[src/rtl/key_conditioner.sv]
// Board-button conditioner: synchronizes and debounces six raw keys, emits one-cycle
// press pulses, and auto-repeats the four direction keys with opposing-pair suppression.
module key_conditioner #(
  parameter int unsigned DEBOUNCE_CYCLES = 1000000,
  parameter int unsigned REPEAT_DELAY    = 25000000,
  parameter int unsigned REPEAT_PERIOD   = 5000000
) (
  input  logic       clk,
  input  logic       rst_n,
  input  logic       btn_enter,
  input  logic       btn_pause,
  input  logic       btn_up,
  input  logic       btn_down,
  input  logic       btn_left,
  input  logic       btn_right,
  output logic       enter,
  output logic       pause,
  output logic       up,
  output logic       down,
  output logic       left,
  output logic       right,
  output logic [5:0] key_level
);

  localparam int          NumKeys = 6;
  localparam int          NumDirs = 4;
  localparam int unsigned DbW     = $clog2(DEBOUNCE_CYCLES + 1);
  localparam int unsigned RepMax  = (REPEAT_DELAY > REPEAT_PERIOD) ? REPEAT_DELAY : REPEAT_PERIOD;
  localparam int unsigned RepW    = (RepMax > 1) ? $clog2(RepMax) : 1;

  typedef enum logic [1:0] {
    IDLE   = 2'd0,
    DELAY  = 2'd1,
    REPEAT = 2'd2
  } repState_t;

  logic [NumKeys-1:0] rawKeys;
  logic [NumKeys-1:0] syncA;
  logic [NumKeys-1:0] syncB;
  logic [NumKeys-1:0] level;
  logic [NumKeys-1:0] levelNextC;
  logic [NumKeys-1:0] riseC;
  logic [NumDirs-1:0] dirPulseC;
  logic               upDownBlockC;
  logic               leftRightBlockC;

  assign rawKeys = {btn_right, btn_left, btn_down, btn_up, btn_pause, btn_enter};

  // Two-flop synchronizers and debounced stable levels
  always_ff @(posedge clk) begin
    if (!rst_n) begin
      syncA <= '0;
      syncB <= '0;
      level <= '0;
    end else begin
      syncA <= rawKeys;
      syncB <= syncA;
      level <= levelNextC;
    end
  end

  for (genvar i = 0; i < NumKeys; i++) begin : gDebounce
    logic [DbW-1:0] dbCnt;
    logic           differC;
    logic           doneC;

    assign differC       = syncB[i] ^ level[i];
    assign doneC         = differC && (dbCnt == DbW'(DEBOUNCE_CYCLES));
    assign riseC[i]      = doneC & ~level[i];
    assign levelNextC[i] = level[i] ^ doneC;

    // Any cycle that agrees with the stable level restarts the count
    always_ff @(posedge clk) begin
      if (!rst_n) begin
        dbCnt <= '0;
      end else if (!differC || doneC) begin
        dbCnt <= '0;
      end else begin
        dbCnt <= dbCnt + DbW'(1);
      end
    end
  end

  for (genvar d = 0; d < NumDirs; d++) begin : gRepeat
    localparam int KeyIdx = d + 2;

    repState_t       state;
    repState_t       stateNext;
    logic [RepW-1:0] repCnt;
    logic [RepW-1:0] repCntNext;
    logic            pulseC;

    always_ff @(posedge clk) begin
      if (!rst_n) begin
        state  <= IDLE;
        repCnt <= '0;
      end else begin
        state  <= stateNext;
        repCnt <= repCntNext;
      end
    end

    // A release always wins over a repeat pulse due on the same edge
    always_comb begin
      stateNext  = state;
      repCntNext = repCnt;
      pulseC     = 1'b0;
      case (state)
        IDLE: begin
          if (riseC[KeyIdx]) begin
            stateNext  = DELAY;
            repCntNext = RepW'(REPEAT_DELAY - 1);
            pulseC     = 1'b1;
          end
        end
        DELAY, REPEAT: begin
          if (!levelNextC[KeyIdx]) begin
            stateNext  = IDLE;
            repCntNext = '0;
          end else if (repCnt == '0) begin
            stateNext  = REPEAT;
            repCntNext = RepW'(REPEAT_PERIOD - 1);
            pulseC     = 1'b1;
          end else begin
            repCntNext = repCnt - RepW'(1);
          end
        end
        default: begin
          stateNext  = IDLE;
          repCntNext = '0;
        end
      endcase
    end

    assign dirPulseC[d] = pulseC;
  end

  assign upDownBlockC    = levelNextC[2] & levelNextC[3];
  assign leftRightBlockC = levelNextC[4] & levelNextC[5];

  // Pulse outputs; opposing pairs are muted while both keys are held
  always_ff @(posedge clk) begin
    if (!rst_n) begin
      enter <= 1'b0;
      pause <= 1'b0;
      up    <= 1'b0;
      down  <= 1'b0;
      left  <= 1'b0;
      right <= 1'b0;
    end else begin
      enter <= riseC[0];
      pause <= riseC[1];
      up    <= dirPulseC[0] & ~upDownBlockC;
      down  <= dirPulseC[1] & ~upDownBlockC;
      left  <= dirPulseC[2] & ~leftRightBlockC;
      right <= dirPulseC[3] & ~leftRightBlockC;
    end
  end

  assign key_level = level;

endmodule

[config.mk]
export PLATFORM = sky130hd
export DESIGN_NAME = key_conditioner
export DESIGN_NICKNAME = d
export VERILOG_FILES = /design/src/rtl/key_conditioner.sv
export SDC_FILE = /design/constraint.sdc
export NUM_CORES = 1
export LEC_CHECK = 0
export ABC_CLOCK_PERIOD_IN_PS = 4400
export CAP_MARGIN = 20
export CORE_UTILIZATION = 63
export CTS_CLUSTER_DIAMETER = 60
export CTS_CLUSTER_SIZE = 28
export DETAILED_ROUTE_END_ITERATION = 8
export PLACE_DENSITY = 0.8
export SETUP_SLACK_MARGIN = 0.1
export SLEW_MARGIN = 20
export SYNTH_ARGS = -nofsm -noshare
export SYNTH_HDL_FRONTEND = slang
export SYNTH_SLANG_ARGS = --single-unit
[constraint.sdc]
create_clock -name clk -period 4.4 [get_ports clk]
set_clock_uncertainty 0.1 [all_clocks]
set_input_delay 1.32 -clock clk [delete_from_list [all_inputs] [get_ports clk]]
set_output_delay 1.32 -clock clk [all_outputs]
set_load 0.005 [all_outputs]
==> flow_summary_export.csv, run 1 <==
group,metric,value,unit
route,viasPerCell,6.107,
floorplan,core-area,19530,um2
setup_path,worst_ep_arrival_time,3890,ps
cts,cts_sinks,252,
cells_and_area,final_cell_mix,"dfxtp_1, nor2_1, a21oi_1",
cts,cts.path.max_buffers,3,
logic_synthesis,synth.area.top_cells,"dfxtp_1, nor2_1, xor2_1",
cts,cts_made_buffers,19,
logic_synthesis,synth_xor_area_share,9.342,%
timing,setup_viol,0,
timing,min_period,3556,ps
logic_synthesis,seq_area_frac_synth,40.16,%
cells_and_area,layout_commonest_cell,"dfxtp_1",
cells_and_area,fin_cells,1792,
global_routing,grt_usage,26.50,%
setup_path,critical_path_buf_inv_count,0,
floorplan,ioPinCount,20,
logic_synthesis,yosysWarnings,0,
floorplan,die_w,143.2,um
setup_path,cp_common_cell,"nor3_1",
run,cap_violations,0,
logic_synthesis,ys_ff_latch,252,
setup_path,crit_path_max_incr_delay,610,ps
route,wl,27110,um
logic_synthesis,synthMuxAreaShare,0.3187,%
cells_and_area,fill_cells,1582,
power,p_per_area,329.3,nW/um2
cts,ctsHoldBuffers,0,
logic_synthesis,synth_area,12560,um2
setup_path,cp.required,4730,ps
setup_path,worstSetupEndpointType,"flop",
floorplan,dieArea,20510,um2
cts,clockRootBuffer,"clkbuf_16",
logic_synthesis,synth-compound-area-share,13.30,%
timing,worst_pin_slew,1066,ps
logic_synthesis,ys_types,72,
cells_and_area,area_growth,8.326,%
cells_and_area,design_area,13610,um2
cts,cts_max_level,1,
timing,fmax,0.2812,GHz
route,first_pass_iters,5,
route,drt_iter0_markers,872,
power,total_power,4.481,mW
timing,fin_tns_setup,0,ps
placed_design,portBuffers,19,
logic_synthesis,synth_top_family_by_area,"simple AND/OR/NAND/NOR gates",
cells_and_area,drive_above_1_share,5.239,%
worst_hold_path,hp-class,"flop to flop",
setup_path,start_kind,"flop",
route,wire_per_inst,15.13,um
setup_path,path_delay_family,"simple AND/OR/NAND/NOR gates",
placed_design,gp_congestion,0.8945,
placed_design,place_inst,1759,
setup_path,crit_slowest_cell,"or3_1",
setup_path,criticalPathCategory,"flop to flop",
logic_synthesis,netlist.area_leader.share,40.16,%
cts,ctsResizeCount,0,
cells_and_area,antenna_cells,0,
floorplan,row_count,51,
cts,clk_latency,520,ps
timing,fin_crit_sh,80.83,%
placed_design,dp_hpwl,18180,um
setup_path,critPathMaxFanout,15,
power,p_leak,4.905,nW
placed_design,dpl_cell_area,12970,um2
floorplan,die-height,143.2,um
timing,holdWs,334.9,ps
global_routing,grt_max_degree,71,
global_routing,antenna_found_initial,0,
timing,slew_violations,0,
logic_synthesis,yosysTopAreaCell,"dfxtp_1",
timing,rsz0062_at_grt,"no",
logic_synthesis,synth-simple-area-share,30.09,%
route,detail-route-antenna-nets,0,
cells_and_area,final_nets,1556,
logic_synthesis,syn_area_per_cell,8.244,um2
global_routing,grt_pass1_wl,45600,um
logic_synthesis,syn-num-nets,1565,
global_routing,overflow,0,
floorplan,start_util,64.34,%
power,ir_drop,0.0002875,V
logic_synthesis,ys.flop_type,"dfxtp_1",
route,drcViolationCount,0,
outcome,status,"completed",
logic_synthesis,async_reset_ff_share,0,%
setup_path,critical_path.cell_chain,"or4_1 -> nor3_1 -> nand3_1 -> nor2b_1 -> ha_1 -> nand2b_1 -> or3_1 -> a21oi_1 -> a2111oi_0 -> nor3_1",
timing,relSlewSlack,28.30,%
logic_synthesis,netlist_instances,1524,
global_routing,grt_pass1_vias,9899,
route,vias,10940,
logic_synthesis,yosys.area_share.adder,3.287,%
cts,clkTransAtPathRegs,80,ps
cts,cts_tree,"built",
cts,cts_setup_buffers,0,
timing,hold_viol,0,
logic_synthesis,synth_edf_count,0,
[Yosys cell counts, types with 18 or more instances]
| cell type | instances |
|---|---|
| dfxtp_1 | 252 |
| nor2_1 | 211 |
| a21oi_1 | 99 |
| nand2_1 | 96 |
| xor2_1 | 81 |
| nand3_1 | 80 |
| clkbuf_1 | 59 |
| nor3_1 | 59 |
| xnor2_1 | 53 |
| inv_1 | 50 |
| o21ai_0 | 50 |
| nand4_1 | 47 |
| nor4_1 | 44 |
| ha_1 | 33 |
| a31oi_1 | 32 |
| and3_1 | 25 |
| or4_1 | 22 |
| and2_1 | 18 |
[layer usage]
metal  up-vias  global-route usage, %  part of all wire [%]
met5         -                      0                     0
met4         0                  8.455                   2.3
met3        41                  3.085                   4.3
met2       263                  46.16                    48
met1      5191                  34.11                    46
li1       5448                      -                     -
[state kept, by name, indices dropped and copies added, names as in the netlist, named ones only]
| register | flops |
|---|---|
| down | 1 |
| enter | 1 |
| gDebounce.dbCnt | 120 |
| gRepeat.repCnt | 100 |
| gRepeat.state | 8 |
| key_level | 4 |
| left | 1 |
| pause | 1 |
| right | 1 |
| syncA | 6 |
| syncB | 6 |
| up | 1 |
[cells by family after synthesis]
| group | Yosys count |
|---|---|
| AND/OR/NAND/NOR | 715 |
| flip-flops | 252 |
| XOR/XNOR | 134 |
| AO/OA/AOI/OAI | 270 |
| buffers and inverters | 116 |
| multiplexers | 4 |
| adder cells (fa/ha/maj) | 33 |
[final timing paths]
kind | startpoint | cells past startpoint | slack, ps | end
setup / recovery | gDebounce[2].dbCnt[2]$_SDFF_PP0_ | 10 | 840 | gRepeat[0].repCnt[24]$_SDFFE_PN0P_
hold / removal | syncA[5]$_SDFF_PN0_ | 1 | 330 | syncB[5]$_SDFF_PN0_
hold reg to reg | syncA[5]$_SDFF_PN0_ | 1 | 330 | syncB[5]$_SDFF_PN0_
setup reg to reg | gDebounce[2].dbCnt[2]$_SDFF_PP0_ | 10 | 840 | gRepeat[0].repCnt[24]$_SDFFE_PN0P_
[per-stage QoR]
step,utilization [%],setup slack [ps]
after floorplan,-,1143
after global placement,66.42,985.9
after detailed placement,66.42,913.4
after CTS,69.70,883.0
after global routing,69.70,645.0
final,69.70,843.6
[final cells by class]
cell class | instances | area (um2) | area share [%]
clock inverters | 12 | 157.7 | 1.158
clock buffers | 21 | 483.0 | 3.549
flip-flops and latches | 252 | 5045 | 37.07
well taps | 265 | 331.6 | 2.436
repair buffers | 35 | 317.8 | 2.335
multi-input cells | 1156 | 7083 | 52.05
inverters | 51 | 191.4 | 1.407
[power by group]
part	leakage, nW	total (mW)	switching [mW]	internal (mW)
clock	0.313	1.80	0.936	0.869
sequential	2.03	2.32	0.0177	2.30
combinational	2.56	0.360	0.235	0.125
total	4.90	4.48	1.19	3.29
Power figures use the tool's default switching activity.
==> inputs of run 2 (changes only) <==
--- a/config.mk
+++ b/config.mk
@@ -5,13 +5,13 @@
 export SDC_FILE = /design/constraint.sdc
 export NUM_CORES = 1
 export LEC_CHECK = 0
-export ABC_CLOCK_PERIOD_IN_PS = 4400
+export ABC_CLOCK_PERIOD_IN_PS = 2970
 export CAP_MARGIN = 20
-export CORE_UTILIZATION = 63
+export CORE_UTILIZATION = 57
 export CTS_CLUSTER_DIAMETER = 60
 export CTS_CLUSTER_SIZE = 28
 export DETAILED_ROUTE_END_ITERATION = 8
-export PLACE_DENSITY = 0.8
+export PLACE_DENSITY = 0.77
 export SETUP_SLACK_MARGIN = 0.1
 export SLEW_MARGIN = 20
 export SYNTH_ARGS = -nofsm -noshare
==> constraint.sdc (replaced) <==
create_clock -name clk -period 2.97 [get_ports clk]
set_clock_uncertainty 0.1 [all_clocks]
set_input_delay 0.891 -clock clk [delete_from_list [all_inputs] [get_ports clk]]
set_output_delay 0.891 -clock clk [all_outputs]
set_load 0.005 [all_outputs]
==> run 2 against run 1 <==
  * First-iteration DRC count is 9.3% higher
  * Final area is 8.6% higher
  * Power is 55% higher
  * Combinational power is 70% higher
  * Sequential share of layout area is 2.9 points lower
  * Die area is 10% higher
  * Global-route usage is 1.6 points lower
==> flow_summary_export.csv, run 2 (synthesis gave the netlist of run 1 again) <==
group,metric,value,unit
outcome,status,"completed",
setup_path,crit_path_max_incr_delay,540,ps
floorplan,die-height,150.5,um
global_routing,grt_busiest_layer,"met2",
placed_design,portBuffers,19,
floorplan,dieArea,22640,um2
cts,clkTransAtPathRegs,80,ps
cts,cts_tree,"built",
cts,cts_sinks,252,
cells_and_area,multi_input_area,7535,um2
cells_and_area,fin_cells,1880,
run,cap_violations,0,
global_routing,grt_use_met3,3.455,%
setup_path,cp.required,3310,ps
global_routing,grt_pass1_wl,47350,um
setup_path,worstSetupEndpointType,"flop",
power,total_power,6.928,mW
floorplan,start_util,59.02,%
cts,clockRootBuffer,"clkbuf_16",
timing,rsz0062_at_grt,"yes",
global_routing,grt_max_degree,79,
route,vias,11340,
route,wire_per_inst,15.77,um
route,detail-route-antenna-nets,0,
cells_and_area,final_nets,1632,
power,power.share.sequential,49.5,%
placed_design,gp_congestion,0.9110,
timing,hold_viol,0,
setup_path,critical_path_buf_inv_count,0,
setup_path,critical_path.cell_chain,"or4b_4 -> nor4_4 -> nand4_1 -> nor2b_1 -> ha_1 -> or3b_4 -> nor2_4 -> o21ai_2 -> o41a_1 -> a21oi_1",
cts,cts_made_buffers,20,
cells_and_area,layout_commonest_cell,"dfxtp_1",
route,viasPerCell,6.030,
setup_path,criticalPathCategory,"flop to flop",
floorplan,row_count,53,
global_routing,grt_pass1_vias,10290,
floorplan,die_w,150.5,um
cells_and_area,regMostFlops,"gDebounce.dbCnt",
timing,relSlewSlack,41.62,%
cells_and_area,largest_reg_flops,120,
global_routing,met1_usage,32.36,%
setup_path,worst_ep_arrival_time,3220,ps
setup_path,crit_slowest_cell,"or4b_4",
global_routing,overflow,0,
cts,cts.path.max_buffers,3,
cells_and_area,final_cell_mix,"dfxtp_1, nor2_1, nand2_1",
timing,fmax,0.3468,GHz
global_routing,grt_usage,24.87,%
power,combPwrFrac,8.8,%
setup_path,start_kind,"flop",
timing,setup_viol,0,
worst_hold_path,hp-class,"flop to flop",
floorplan,core-area,21290,um2
timing,slew_violations,0,
power,switching_share,27.01,%
cells_and_area,area.sequential,5056,um2
global_routing,met2_usage,42.40,%
power,p_per_area,468.6,nW/um2
placed_design,dp_hpwl,18880,um
route,drcViolationCount,0,
floorplan,ioPinCount,20,
cells_and_area,antenna_cells,0,
placed_design,place_inst,1823,
route,drt_iter0_markers,953,
timing,min_period,2883,ps
setup_path,critPathMaxFanout,3,
power,p_leak,5.460,nW
cells_and_area,reg_top3,"gDebounce.dbCnt: 120 flops, gRepeat.repCnt: 100 flops, gRepeat.state: 8 flops",
route,first_pass_iters,6,
cts,ctsHoldBuffers,0,
power,intPower,5.057,mW
global_routing,antenna_found_initial,0,
power,ir_drop,0.0005229,V
route,wl,29650,um
cells_and_area,drive_above_1_share,14.21,%
setup_path,path_delay_family,"simple AND/OR/NAND/NOR gates",
power,p_clk_share,41.6,%
timing,fin_crit_sh,97.08,%
power,p_sw,1.872,mW
cts,clk_latency,530,ps
cells_and_area,area_growth,17.68,%
cts,cts_max_level,1,
timing,worst_pin_slew,867.7,ps
cells_and_area,fill_cells,1681,
## run 2: repair_timing
item	CTS	global route
gates resized for setup	19	99
setup buffers	6	9
cloned	0	6
pin swaps	13	72
endpoints found under the setup margin	57	80
## run 2: path summary, 6_finish.rpt
kind                                                         from  cells past startpoint                            endpoint  slack (ps)
worst max-delay path            gDebounce[4].dbCnt[15]$_SDFF_PP0_                     10  gRepeat[2].repCnt[16]$_SDFFE_PN0P_          90
worst min-delay path                          syncA[4]$_SDFF_PN0_                      1                 syncB[4]$_SDFF_PN0_         340
worst max register to register  gDebounce[4].dbCnt[15]$_SDFF_PP0_                     10  gRepeat[2].repCnt[16]$_SDFFE_PN0P_          90
worst min register to register                syncA[4]$_SDFF_PN0_                      1                 syncB[4]$_SDFF_PN0_         340
## run 2: power groups by stage
stage               registers [mW]  clock network [mW]  logic, mW
detailed placement            3.51                   0      0.561
global route                  3.43                3.08      0.662
CTS                           3.43                2.94      0.567
finish                        3.43                2.88      0.612
global placement              3.51                   0      0.554
floorplan                     3.50                   0      0.406
## run 2: routing by layer
metal,up-vias,part of all wire (%)
met4,0,2.9
li1,5613,-
met1,5310,45
met3,78,5.3
met2,335,47
met5,-,0
## run 2: area by class of cell
type / instances / share of cell area [%]
clock buffers: 23 / 3.673
clock inverters: 13 / 1.210
inverters: 51 / 1.295
multi-input cells: 1159 / 50.96
flip-flops and latches: 252 / 34.20
well taps: 275 / 2.327
repair buffers: 107 / 6.330
## run 2: worst register-to-register path: cells and delay by family (launching register included)
kind,cells,cell delay (ps)
simple gates,6,1520
flops,1,320
compound gates,3,640
fa+ha+maj,1,250
## run 2: metrics by stage
| stage | hold slack [ps] | utilization, % | setup WS (ps) | cell area (um2) | TNS [ps] |
|---|---|---|---|---|---|
| floorplan | 311.9 | - | 107.6 | 12620 | 0 |
| global placement | 314.8 | 63.11 | -11.63 | 13430 | -24.18 |
| detailed placement | 316.9 | 63.11 | -138.4 | 13430 | -875.1 |
| CTS | 339.0 | 67.10 | 69.41 | 14280 | 0 |
| global route | 349.4 | 69.45 | -67.82 | 14780 | -413.5 |
| finish | 337.1 | 69.45 | 86.81 | 14780 | 0 |
